### config.mk
export PLATFORM = sky130hd
export DESIGN_NAME = gray_counter
export DESIGN_NICKNAME = d
export VERILOG_FILES = /design/src/rtl/gray_pkg.sv /design/src/rtl/gray_to_binary.sv /design/src/rtl/gray_counter.sv
export SDC_FILE = /design/constraint.sdc
export NUM_CORES = 1
export LEC_CHECK = 0
export CAP_MARGIN = 20
export CELL_PAD_IN_SITES_DETAIL_PLACEMENT = 0
export CELL_PAD_IN_SITES_GLOBAL_PLACEMENT = 1
export CORE_ASPECT_RATIO = 1.2
export CORE_MARGIN = 2
export CORE_UTILIZATION = 34
export CTS_CLUSTER_DIAMETER = 100
export DETAILED_ROUTE_END_ITERATION = 12
export HOLD_SLACK_MARGIN = 0.03
export PLACE_DENSITY_LB_ADDON = 0.2
export SLEW_MARGIN = 10
export SYNTH_ARGS = -nofsm -noshare
export SYNTH_HDL_FRONTEND = slang
export SYNTH_SLANG_ARGS = --single-unit
### constraint.sdc
create_clock -name clk -period 2.8 [get_ports clk]
set_clock_uncertainty 0.05 [all_clocks]
set_input_delay 0.56 -clock clk [delete_from_list [all_inputs] [get_ports clk]]
set_output_delay 0.56 -clock clk [all_outputs]
set_load 0.05 [all_outputs]
### src/rtl/gray_pkg.sv
// Shared Gray-code helpers and counter mode type for the gray_counter slice.
// Helpers work on a fixed maximum-width word; callers zero-extend and truncate.
package gray_pkg;

  localparam int unsigned GRAY_MAX_W = 32;

  typedef logic [GRAY_MAX_W-1:0] gray_word_t;

  typedef enum logic {
    MODE_WRAP = 1'b0,
    MODE_SAT  = 1'b1
  } count_mode_e;

  // Binary to Gray: each bit is the XOR of itself and the next higher binary bit.
  function automatic gray_word_t b2g(input gray_word_t b);
    return b ^ (b >> 1);
  endfunction

  // Gray to binary: bit i is the running parity of g from the MSB down to i.
  // Zero-extended upper bits leave the parity of narrower words unchanged.
  function automatic gray_word_t g2b(input gray_word_t g);
    gray_word_t b;
    logic       acc;
    b   = '0;
    acc = 1'b0;
    for (int i = GRAY_MAX_W - 1; i >= 0; i--) begin
      acc  = acc ^ g[i];
      b[i] = acc;
    end
    return b;
  endfunction

endpackage

### src/rtl/gray_to_binary.sv
// Combinational Gray-to-binary decoder; also used by CDC pointer comparators.
module gray_to_binary
  import gray_pkg::*;
#(
  parameter int unsigned WIDTH = 4
) (
  input  logic [WIDTH-1:0] gray,
  output logic [WIDTH-1:0] bin_c
);

  assign bin_c = WIDTH'(g2b(GRAY_MAX_W'(gray)));

endmodule

### src/rtl/gray_counter.sv
// Up/down counter holding its state in both binary and Gray code, with
// binary/Gray load, wrap or saturate at the range ends, and tc/wrap flags.
module gray_counter
  import gray_pkg::*;
#(
  parameter int unsigned WIDTH     = 4,
  parameter int unsigned SATURATE  = 0,
  parameter int unsigned RESET_VAL = 0
) (
  input  logic             clk,
  input  logic             rst_n,
  input  logic             en,
  input  logic             up_dn,
  input  logic             load,
  input  logic             load_is_gray,
  input  logic [WIDTH-1:0] load_val,
  output logic [WIDTH-1:0] bin_out,
  output logic [WIDTH-1:0] gray_out,
  output logic             tc,
  output logic             wrap_pulse
);

  localparam logic [WIDTH-1:0] MAX_VAL  = '1;
  localparam logic [WIDTH-1:0] RST_BIN  = WIDTH'(RESET_VAL);
  localparam logic [WIDTH-1:0] RST_GRAY = RST_BIN ^ (RST_BIN >> 1);
  localparam count_mode_e      MODE     = (SATURATE != 0) ? MODE_SAT : MODE_WRAP;

  logic [WIDTH-1:0] load_dec_c;
  logic [WIDTH-1:0] bin_next;
  logic [WIDTH-1:0] gray_next;
  logic             wrap_next;

  gray_to_binary #(
    .WIDTH (WIDTH)
  ) u_load_dec (
    .gray  (load_val),
    .bin_c (load_dec_c)
  );

  // Next-state: load beats count, count beats hold; range ends wrap or saturate.
  always_comb begin
    bin_next  = bin_out;
    wrap_next = 1'b0;
    if (load) begin
      bin_next = load_is_gray ? load_dec_c : load_val;
    end else if (en) begin
      if (up_dn) begin
        if (bin_out != MAX_VAL) begin
          bin_next = bin_out + WIDTH'(1);
        end else if (MODE == MODE_WRAP) begin
          bin_next  = '0;
          wrap_next = 1'b1;
        end
      end else begin
        if (bin_out != '0) begin
          bin_next = bin_out - WIDTH'(1);
        end else if (MODE == MODE_WRAP) begin
          bin_next  = MAX_VAL;
          wrap_next = 1'b1;
        end
      end
    end
    gray_next = WIDTH'(b2g(GRAY_MAX_W'(bin_next)));
  end

  // Gray is registered from the next binary value so it never glitches.
  always_ff @(posedge clk or negedge rst_n) begin
    if (!rst_n) begin
      bin_out    <= RST_BIN;
      gray_out   <= RST_GRAY;
      wrap_pulse <= 1'b0;
    end else begin
      bin_out    <= bin_next;
      gray_out   <= gray_next;
      wrap_pulse <= wrap_next;
    end
  end

  assign tc = up_dn ? (bin_out == MAX_VAL) : (bin_out == '0);

endmodule

==> impl_metrics.yaml <==
status:
  status: "finished, final reports clean"
logic_synthesis:
  ys_warn_count: 0
  avgSynthCellArea_um2: 9.97
  syn_nets: 69
  syn_inst: 57
  async_flop_share: 1.00
  synth_flop_cell: "dfrtp_1"
  syn_area_um2: 568
  yosys.area.top_type: "dfrtp_1"
  synth_edf_count: 0
  ys_types: 32
  synthTopCellsByCount: "8 x dfrtp_1, 4 x inv_1, 4 x xor2_1"
  synth-seq-area-share: 0.352
  synth_top_area_frac: 0.352
  synth_area_leaders: "dfrtp_1 35%, xor2_1 6.2%, xnor2_1 4.6%"
  synth_most_common_cell: "dfrtp_1"
  ys_ff_latch: 8
place:
  place_hpwl_um: 815
  gp_congestion: 0.625
  pre_cts_ws_ns: 0.319
  port_buffers: 19
  place_inst: 92
  dpl_cell_area_um2: 778
final_layout:
  stdcell_area_um2: 801
  multi_input_area_um2: 340
  layout-area-overhead-vs-synth_pct: 41.0
  n_antenna_cell: 0
  fillers: 171
  fin_util: 0.500
  final_cell_count_no_fill: 95
  seq_area_um2: 200
  final_net_count: 91
  drive_gt1_frac: 0.130
global_route:
  antenna_found_initial: 0
  grt_pass1_vias: 420
  grt_max_degree: 10
  grtUsageTotal: 0.127
  grt_pass1_wl_mm: 1.70
  grt_overflow: 0
clock_tree:
  cts_resized: 0
  htree_levels: 1
  clock_sinks: 8
  clkSlewWorstSetupHoldPaths_ns: 0.06
  cts_hold_buf: 0
  clkLatencyLatePin_ns: 0.26
  cts-root-buf: "clkbuf_4"
  cts_buffers: 3
  clk_path_buf_depth: 2
  post-cts-setup-buffer-count: 0
  tritoncts: "yes"
drt:
  vias: 464
  drt_iter0_drc: 3
  routed_wl_mm: 1.02
  wl_per_cell_um: 10.7
  dr.pass1.iters: 4
  drc: 0
  avgViaCountPerCell: 4.88
  final_antenna_net_count: 0
worst_setup_path:
  path_class: "input pin to output pin"
  required_ns: 2.19
  critical_path.max_stage_delay_ns: 0.52
  crit_chain: "clkdlybuf4s50_1 > and3_1 > and2_1 > a31o_1 > buf_12"
  startpoint: "up_dn"
  path_max_fanout: 7
  r2r-start: "bin_out[0]"
  startpoint_type: "input pin"
  crit_family: "buffers and inverters"
  crit_buf_inv: 2
  endpoint_kind: "output pin"
  arrival_ns: 1.89
  crit_slowest_cell: "clkdlybuf4s50_1"
sta:
  fin_ws_ns: 0.304
  drv_slew: 0
  finalCritPeriodShare: 0.891
  setup_viol: 0
  period_needed_ns: 2.50
  fmax_mhz: 401
  setup_tns_ns: 0
  slew-limit-headroom: 0.668
  timing.final.hold_violations: 0
  tightest_slew_ns: 0.497
  rsz0062_at_grt: "false"
  hold_ws_ns: 0.519
power:
  power.total_uw: 569
  vdd_drop_max_v: 0.000462
  power_density_nw_per_um2: 711
  leakagePower_nw: 0.336
floorplan:
  io_pins: 20
  die_area_um2: 2020
  initial_core_util: 0.355
  core_um2: 1600
  rows: 16
  dieHeight_um: 48.8
  die_w_um: 41.3
flow_run:
  max_cap_violations: 0
min_path:
  hold_path.class: "input pin to async pin"
## worst register-to-register path, cell delays in order, from the launching register on
cell and delay, ns:
dfrtp_1 0.46, inv_1 0.09, ha_1 0.21, or3b_1 0.36
a21oi_1 0.15, o22ai_1 0.13, mux2i_4 0.18, xor2_1 0.17
## flip-flops by register name (all words and copies together), names as in the netlist
name and count:
bin_out 4, gray_out 3, wrap_pulse 1
## kinds of logic (layout without fill, tap and decap cells)
kind of cell / after synthesis / after routing / synth area share
xor gates and xnor gates: 8 / 8 / 0.137
buffers and inverters: 6 / 26 / 0.0484
adders and majority gates: 2 / 2 / 0.0440
and+or+nand+nor: 16 / 16 / 0.156
AOI/OAI and AO/OA: 13 / 13 / 0.159
DFF: 8 / 8 / 0.352
muxes: 4 / 4 / 0.104
## layout make-up
class / count / share of cell area
multi-input combinational: 43 / 0.425
sequential: 8 / 0.250
timing repair buffer: 19 / 0.250
clock buffer: 3 / 0.0281
tap: 18 / 0.0281
inverter: 4 / 0.0188
## power breakdown
part           leakage [nW]  switching [mW]  internal (mW)
clock                0.0138          0.0401         0.0491
combinational         0.227           0.191          0.121
sequential           0.0947          0.0248          0.144
## layer usage
metal  part of all wire  up-vias  track usage
li1                   -      237            -
met2               0.49       16        0.195
met3              0.051        3       0.0274
met4              0.025        0       0.0968
met1               0.43      208        0.142
met5                  0        -            0
## cell usage in the layout, fill, tap and decap left out
cell / netlist / final
a21oi_2: 1 / 1
mux2i_1: 1 / 1
o21ai_1: 2 / 2
nor2b_1: 1 / 1
buf_12: 0 / 1
nand2b_1: 2 / 2
mux2i_4: 1 / 1
nand2_1: 3 / 3
ha_1: 2 / 2
o21ai_0: 1 / 1
and3_1: 2 / 2
or3b_1: 1 / 1
xor2_2: 1 / 1
nor4_1: 1 / 1
o22ai_1: 1 / 1
inv_1: 4 / 4
nor2_1: 3 / 3
and4_1: 1 / 1
mux2_1: 1 / 1
dfrtp_1: 8 / 8
and2_1: 1 / 1
clkbuf_4: 0 / 3
o21ai_2: 1 / 1
a21oi_1: 3 / 3
a31o_1: 1 / 1
nor3_1: 1 / 1
clkdlybuf4s50_1: 0 / 18
xor2_1: 4 / 4
o31ai_2: 1 / 1
o31ai_1: 1 / 1
mux2_4: 1 / 1
xnor2_1: 3 / 3
o21a_1: 1 / 1
## path summary, 6_finish.rpt
kind,endpoint,slack [ns],cells after the start
setup / recovery,tc,0.30,5
hold / removal,wrap_pulse,0.52,1
setup reg to reg,gray_out[0],0.93,7
hold reg to reg,bin_out[3],0.68,3
max in group asynchronous,gray_out[0],1.93,1
min in group clk,bin_out[3],0.68,3
Note: power is estimated with default switching activity, not from simulation.
